### config.mk
export PLATFORM = sky130hd
export DESIGN_NAME = uart_program_loader
export DESIGN_NICKNAME = d
export VERILOG_FILES = /design/src/rtl/uart_program_loader.sv
export SDC_FILE = /design/constraint.sdc
export NUM_CORES = 1
export LEC_CHECK = 0
export ABC_AREA = 1
export BUFFER_PORTS_ARGS = -buffer_cell sky130_fd_sc_hd__buf_2
export CAP_MARGIN = 20
export CORE_MARGIN = 3
export CORE_UTILIZATION = 59
export DETAILED_ROUTE_END_ITERATION = 16
export PLACE_DENSITY = 0.84
export SLEW_MARGIN = 20
export SYNTH_ARGS = -nofsm -noshare
export SYNTH_HDL_FRONTEND = slang
export SYNTH_SLANG_ARGS = --single-unit
### constraint.sdc
create_clock -name CLK -period 1.83 [get_ports CLK]
set_input_delay 0.183 -clock CLK [delete_from_list [all_inputs] [get_ports CLK]]
set_output_delay 0.183 -clock CLK [all_outputs]
set_load 0.02 [all_outputs]
### src/rtl/uart_program_loader.sv
// UART program loader: 8N1 receiver feeding a count/word framer that writes 16-bit
// big-endian instructions into imem from address 0. Optional checksum byte: LOADER_CHECKSUM_EN.
module uart_program_loader #(
    parameter int CLKS_PER_BIT = 10416,
    parameter int ADDR_W       = 8
) (
    input  logic              CLK,
    input  logic              RST,
    input  logic              UART_TXD_IN,
    output logic              imem_we,
    output logic [ADDR_W-1:0] imem_addr,
    output logic [15:0]       imem_wdata,
    output logic              load_done,
    output logic              load_error,
    output logic              busy
);

    localparam int CNT_W = $clog2(CLKS_PER_BIT);
    localparam logic [CNT_W-1:0] BIT_LAST  = CNT_W'(CLKS_PER_BIT - 1);
    localparam logic [CNT_W-1:0] HALF_LAST = CNT_W'(CLKS_PER_BIT / 2 - 1);

    typedef enum logic [1:0] {
        RX_IDLE  = 2'd0,
        RX_START = 2'd1,
        RX_DATA  = 2'd2,
        RX_STOP  = 2'd3
    } rx_state_t;

`ifdef LOADER_CHECKSUM_EN
    typedef enum logic [2:0] {
        L_COUNT = 3'd0,
        L_HI    = 3'd1,
        L_LO    = 3'd2,
        L_CSUM  = 3'd3,
        L_DONE  = 3'd4,
        L_ERR   = 3'd5
    } ld_state_t;

    function automatic logic [7:0] csum_add(input logic [7:0] acc, input logic [7:0] b);
        return acc + b;
    endfunction
`else
    typedef enum logic [2:0] {
        L_COUNT = 3'd0,
        L_HI    = 3'd1,
        L_LO    = 3'd2,
        L_DONE  = 3'd4,
        L_ERR   = 3'd5
    } ld_state_t;
`endif

    logic              rx_meta_r;
    logic              rx_sync_r;
    rx_state_t         rx_state_r;
    logic [CNT_W-1:0]  rx_cnt_r;
    logic [2:0]        rx_bit_r;
    logic [7:0]        rx_shift_r;
    logic              rx_valid_r;
    logic              rx_ferr_r;

    ld_state_t         ld_state_r;
    logic [ADDR_W-1:0] addr_r;
    logic [7:0]        remain_r;
    logic [7:0]        hi_r;
`ifdef LOADER_CHECKSUM_EN
    logic [7:0]        sum_r;
`endif

    // Two-flop synchronizer for the asynchronous serial line (idles high).
    always_ff @(posedge CLK) begin
        if (RST) begin
            rx_meta_r <= 1'b1;
            rx_sync_r <= 1'b1;
        end else begin
            rx_meta_r <= UART_TXD_IN;
            rx_sync_r <= rx_meta_r;
        end
    end

    // Byte receiver: mid-bit start check, 8 data samples LSB first, stop-bit check.
    always_ff @(posedge CLK) begin
        if (RST) begin
            rx_state_r <= RX_IDLE;
            rx_cnt_r   <= '0;
            rx_bit_r   <= 3'd0;
            rx_shift_r <= 8'd0;
            rx_valid_r <= 1'b0;
            rx_ferr_r  <= 1'b0;
        end else begin
            rx_valid_r <= 1'b0;
            rx_ferr_r  <= 1'b0;
            case (rx_state_r)
                RX_IDLE: begin
                    rx_cnt_r <= '0;
                    if (!rx_sync_r) begin
                        rx_state_r <= RX_START;
                    end else begin
                        rx_state_r <= RX_IDLE;
                    end
                end
                RX_START: begin
                    if (rx_cnt_r == HALF_LAST) begin
                        rx_cnt_r <= '0;
                        rx_bit_r <= 3'd0;
                        // A line that is high again by mid-bit was only a glitch.
                        rx_state_r <= rx_sync_r ? RX_IDLE : RX_DATA;
                    end else begin
                        rx_cnt_r <= rx_cnt_r + CNT_W'(1);
                    end
                end
                RX_DATA: begin
                    if (rx_cnt_r == BIT_LAST) begin
                        rx_cnt_r   <= '0;
                        rx_shift_r <= {rx_sync_r, rx_shift_r[7:1]};
                        if (rx_bit_r == 3'd7) begin
                            rx_state_r <= RX_STOP;
                        end else begin
                            rx_bit_r <= rx_bit_r + 3'd1;
                        end
                    end else begin
                        rx_cnt_r <= rx_cnt_r + CNT_W'(1);
                    end
                end
                RX_STOP: begin
                    if (rx_cnt_r == BIT_LAST) begin
                        rx_cnt_r   <= '0;
                        rx_valid_r <= rx_sync_r;
                        rx_ferr_r  <= ~rx_sync_r;
                        rx_state_r <= RX_IDLE;
                    end else begin
                        rx_cnt_r <= rx_cnt_r + CNT_W'(1);
                    end
                end
                default: begin
                    rx_state_r <= RX_IDLE;
                    rx_cnt_r   <= '0;
                end
            endcase
        end
    end

    // Frame loader: count byte, then hi/lo pairs written to imem, then optional checksum.
    always_ff @(posedge CLK) begin
        if (RST) begin
            ld_state_r <= L_COUNT;
            addr_r     <= '0;
            remain_r   <= 8'd0;
            hi_r       <= 8'd0;
`ifdef LOADER_CHECKSUM_EN
            sum_r      <= 8'd0;
`endif
            imem_we    <= 1'b0;
            imem_addr  <= '0;
            imem_wdata <= 16'd0;
            load_done  <= 1'b0;
            load_error <= 1'b0;
            busy       <= 1'b0;
        end else begin
            imem_we <= 1'b0;
            busy    <= (ld_state_r != L_DONE) && (ld_state_r != L_ERR) &&
                       ((ld_state_r != L_COUNT) || (rx_state_r != RX_IDLE));
            case (ld_state_r)
                L_COUNT: begin
                    if (rx_ferr_r) begin
                        ld_state_r <= L_ERR;
                        load_error <= 1'b1;
                    end else if (rx_valid_r) begin
                        remain_r <= rx_shift_r;
`ifdef LOADER_CHECKSUM_EN
                        sum_r    <= rx_shift_r;
                        ld_state_r <= (rx_shift_r == 8'd0) ? L_CSUM : L_HI;
`else
                        if (rx_shift_r == 8'd0) begin
                            ld_state_r <= L_DONE;
                            load_done  <= 1'b1;
                        end else begin
                            ld_state_r <= L_HI;
                        end
`endif
                    end else begin
                        ld_state_r <= L_COUNT;
                    end
                end
                L_HI: begin
                    if (rx_ferr_r) begin
                        ld_state_r <= L_ERR;
                        load_error <= 1'b1;
                    end else if (rx_valid_r) begin
                        hi_r       <= rx_shift_r;
`ifdef LOADER_CHECKSUM_EN
                        sum_r      <= csum_add(sum_r, rx_shift_r);
`endif
                        ld_state_r <= L_LO;
                    end else begin
                        ld_state_r <= L_HI;
                    end
                end
                L_LO: begin
                    if (rx_ferr_r) begin
                        ld_state_r <= L_ERR;
                        load_error <= 1'b1;
                    end else if (rx_valid_r) begin
                        imem_we    <= 1'b1;
                        imem_addr  <= addr_r;
                        imem_wdata <= {hi_r, rx_shift_r};
                        addr_r     <= addr_r + ADDR_W'(1);
                        remain_r   <= remain_r - 8'd1;
`ifdef LOADER_CHECKSUM_EN
                        sum_r      <= csum_add(sum_r, rx_shift_r);
                        ld_state_r <= (remain_r == 8'd1) ? L_CSUM : L_HI;
`else
                        // load_done follows from L_DONE, one cycle behind the final write.
                        ld_state_r <= (remain_r == 8'd1) ? L_DONE : L_HI;
`endif
                    end else begin
                        ld_state_r <= L_LO;
                    end
                end
`ifdef LOADER_CHECKSUM_EN
                L_CSUM: begin
                    if (rx_ferr_r) begin
                        ld_state_r <= L_ERR;
                        load_error <= 1'b1;
                    end else if (rx_valid_r) begin
                        if (csum_add(sum_r, rx_shift_r) == 8'd0) begin
                            ld_state_r <= L_DONE;
                            load_done  <= 1'b1;
                        end else begin
                            ld_state_r <= L_ERR;
                            load_error <= 1'b1;
                        end
                    end else begin
                        ld_state_r <= L_CSUM;
                    end
                end
`endif
                L_DONE: begin
                    load_done <= 1'b1;
                end
                L_ERR: begin
                    load_error <= 1'b1;
                end
                default: begin
                    ld_state_r <= L_ERR;
                    load_error <= 1'b1;
                end
            endcase
        end
    end

endmodule

==> summary.md <==
| Metric | Value |
|---|---|
| Outcome | completed |
| Initial DRC count | 200 |
| Total routed wirelength | ~7.8 mm |
| Cell total after placement | 580 |
| GRT overflow | 0 |
| Final setup viols | 0 |
| Setup WS pre-CTS | around 0.27 ns |
| Slowest cell on the critical path | dfxtp_1 |
| Post-Syn Nets | approximately 500 |
| Residual DRC count | 0 |
| YS warnings | 0 |
| Worst setup EP type | flop |
| Skew-Pair Late Insertion Delay | between 0.3 and 0.4 ns |
| Core ar. | about 6000 µm² |
| Initial antenna violation count | 0 |
| Rows | 28 |
| Peak VDD IR | about 0.64 mV |
| Mapped Cells | 488 |
| Post-DR vias/cell | 5.42 |
| Post-DP HPWL | 5.46 mm |
| Antenna Violating Nets Remaining | 0 |
| Fin crit period | 1.58 ns |
| CTS tree | built |
| Switch Pwr | 0.873 mW |
| Startpoint class of the critical path | flop |
| Design area | between 4000 and 5000 µm² |
| WHS | about 0.17 ns |
| Diode count | 0 |
| CP delay by family, top | simple AND/OR/NAND/NOR gates |
| Worst-Margin Slew | around 0.37 ns |
| RSZ-0062 raised after global routing | false |
| Buf/Inv on CP | 0 |
| Die ar. | roughly 7300 µm² |
| Area share of the largest cell type after synthesis | 0.461 |
| Area leader, netlist | dfxtp_1 |
| Rel. slew slack | 0.752 |
| Clk pwr share | 0.428 |
| Num CTS Buffers | 9 |
| Max Slew Vio Count | 0 |
| H-tree levels | 3 |
| Synth cell types | 33 |
| Reg-to-reg endpoint | rx_shift_r[2] |
| Die Y | ~86 µm |
| Setup CP Type | flop to flop |
| Yosys reg bits | 86 |
| Register area share after synthesis | 0.461 |
| Worst path depth | 6 |
| First-pass GRT wire length | between 10 and 15 mm |
| Largest net degree at the start of global routing | 47 |
| HP Class | input pin to flop |
| Die Width | around 86 µm |
| Worst setup margin | between 0.2 and 0.25 ns |
| Tcrit/Tclk final | 0.864 |
| Syn_area_per_cell | around 7.7 µm² |
| Leakage | approximately 1.8 nW |
| Max_cap viols | 0 |
| Fin. Hold Viols | 0 |
| Root Buffer | clkbuf_8 |
| CTS max path bufs | 2 |
| Placed Area | a little under 4000 µm² |
| CP max FO | 16 |
| Worst setup endpoint | rx_shift_r[2] |
| Reg2reg start | rx_cnt_r[0] |
| CTS clk-pin slew, worst paths | roughly 0.090 ns |
| Delay of the slowest critical-path stage | about 0.36 ns |
| CP Data Arrival Time | 1.83 ns |
| Nets | around 530 |
| Drt first pass iters | 4 |
| Vias in the first global route | 3,122 |
| Crit path from | rx_cnt_r[0] |
| PwrDens | a little under 900 nW/µm² |
| Initial core utilization | 0.620 |
| Synth top area cells | dfxtp_1 46%, a21oi_1 7.8%, o21ai_0 7.6% |
| Worst r2r path cells | 6 |
| Number of clock sinks | 86 |
| Fin util | 0.694 |
| CTS-repair resized insts | 0 |
| Routed len/inst | around 13 µm |
| Tot Pwr | around 3.6 mW |
| F_max | between 600 and 700 MHz |
| Pint | ~2.7 mW |
| Worst R2R Setup Slack | ~0.25 ns |
| RD Place Congestion | between 0.8 and 0.9 |
| Fin cells | 597 |
| Total GRT Usage | 0.229 |
| Post-CTS setup buffers | 0 |
| Layout cell share with drive strength beyond 1 | 0.155 |
| Post-route setup TNS | 0 ns |
| Seq pwr share | 0.527 |
| DR vias | roughly 3,200 |
| Layout area overhead | 11.9% |
| Fraction of power spent switching nets | 0.241 |
| Crit path cell chain | ha_1, nand3_4, nor2_4, nand3_2, o21ai_0, a21oi_1 |
| Skew final | 0.0139 ns |
| IO buf count | 30 |
| Ports | 31 |
| Comb power frac | 0.045 |
| Worst EP required | 2.08 ns |
| Synthesized cell area | roughly 3700 µm² |
## state kept, by name, indices dropped and copies added, names as in the netlist, 3 cells and up, named ones only
| name | flops |
|---|---|
| imem_wdata | 16 |
| rx_cnt_r | 14 |
| ld_state_r | 3 |
| imem_addr | 8 |
| hi_r | 8 |
| rx_shift_r | 8 |
| rx_bit_r | 3 |
| addr_r | 8 |
| remain_r | 8 |
## layout by cell type (no fill, tap or decap), types with 3 or more instances in the layout
master     n
a21oi_1   58
buf_2     30
buf_4      5
clkbuf_8   9
dfxtp_1   86
ha_1       6
inv_1     55
inv_2      3
nand2_1   61
nand2_2    5
nand3_1   14
nand4_1    7
nor2_1    68
nor2_2     3
nor2_4     5
nor3_1     6
nor3_2     3
nor3b_1    3
o21ai_0   57
xor2_1    12
## worst min-delay path by stage
| stage | depth (start not counted) | from | endpoint | slack (ns) |
|---|---|---|---|---|
| floorplan | 1 | UART_TXD_IN | rx_meta_r | 0.29 |
| global placement | 2 | UART_TXD_IN | rx_meta_r | 0.37 |
| detailed placement | 2 | UART_TXD_IN | rx_meta_r | 0.37 |
| CTS | 4 | RST | ld_state_r[0] | 0.16 |
| global route | 4 | RST | ld_state_r[0] | 0.18 |
| finish | 4 | RST | ld_state_r[0] | 0.17 |
## synthesized netlist by cell type
cell type	instances
a21oi_2	1
buf_6	3
nand3_2	2
xor2_1	12
nand2_4	1
nand4_1	7
nor2_1	68
nand3_4	1
a21oi_1	58
buf_2	7
dfxtp_1	86
nand4_2	1
nor2_2	3
a22oi_1	1
nor3_2	3
o21ai_1	2
ha_1	6
nor3b_1	3
nor3_1	6
o21ai_2	1
nand2_2	5
or2_2	2
nor4_1	1
nand3_1	14
nand2_1	61
clkbuf_1	9
inv_1	55
nor2_4	5
a31oi_1	2
nor3b_2	1
o21ai_0	57
a211o_1	1
inv_2	3
## worst min-delay path, stage by stage
cell and delay (ns):
buf_2 0.09, inv_1 0.10, nand2_1 0.09, nor2_1 0.04
## layer usage
| metal | track usage | up-vias | wire, µm |
|---|---|---|---|
| met5 | 0 | - | 0 |
| met1 | 0.279 | 1467 | 3410 |
| li1 | - | 1648 | - |
| met4 | 0.108 | 0 | 184 |
| met3 | 0.0528 | 20 | 365 |
| met2 | 0.382 | 103 | 3850 |
## what timing repair did
| action | CTS | global route |
|---|---|---|
| hold buffers | 1 | 0 |
| setup endpoints to repair | 0 | 0 |
| endpoints found under the hold margin | 1 | 0 |
## cells by family (layout without fill, tap and decap cells)
group / after synthesis / count (layout) / synth area share
simple gates: 184 / 184 / 0.236
compound gates: 123 / 123 / 0.169
flops: 86 / 86 / 0.461
buf+inv: 77 / 111 / 0.0858
xor+xnor: 12 / 12 / 0.0281
fa+ha+maj: 6 / 6 / 0.0201
## power groups by stage
stage / Sequential, mW / Combinational, mW / Clock [mW]
2_1_floorplan: 1.96 / 0.110 / 0
3_3_place_gp: 1.95 / 0.156 / 0
3_5_place_dp: 1.95 / 0.161 / 0
4_1_cts: 1.91 / 0.163 / 1.58
5_1_grt: 1.91 / 0.186 / 1.65
6_report: 1.91 / 0.163 / 1.55
## cell type report
cell class	count	area (µm²)
Tap cell	75	93.8
Clock buffer	9	124
Clock inverter	7	113
Sequential cell	86	1720
Inverter	58	218
Timing Repair Buffer	37	218
Multi-Input combinational cell	325	1690
Fill cell	476	1850
(Power assumes the default switching activity.)
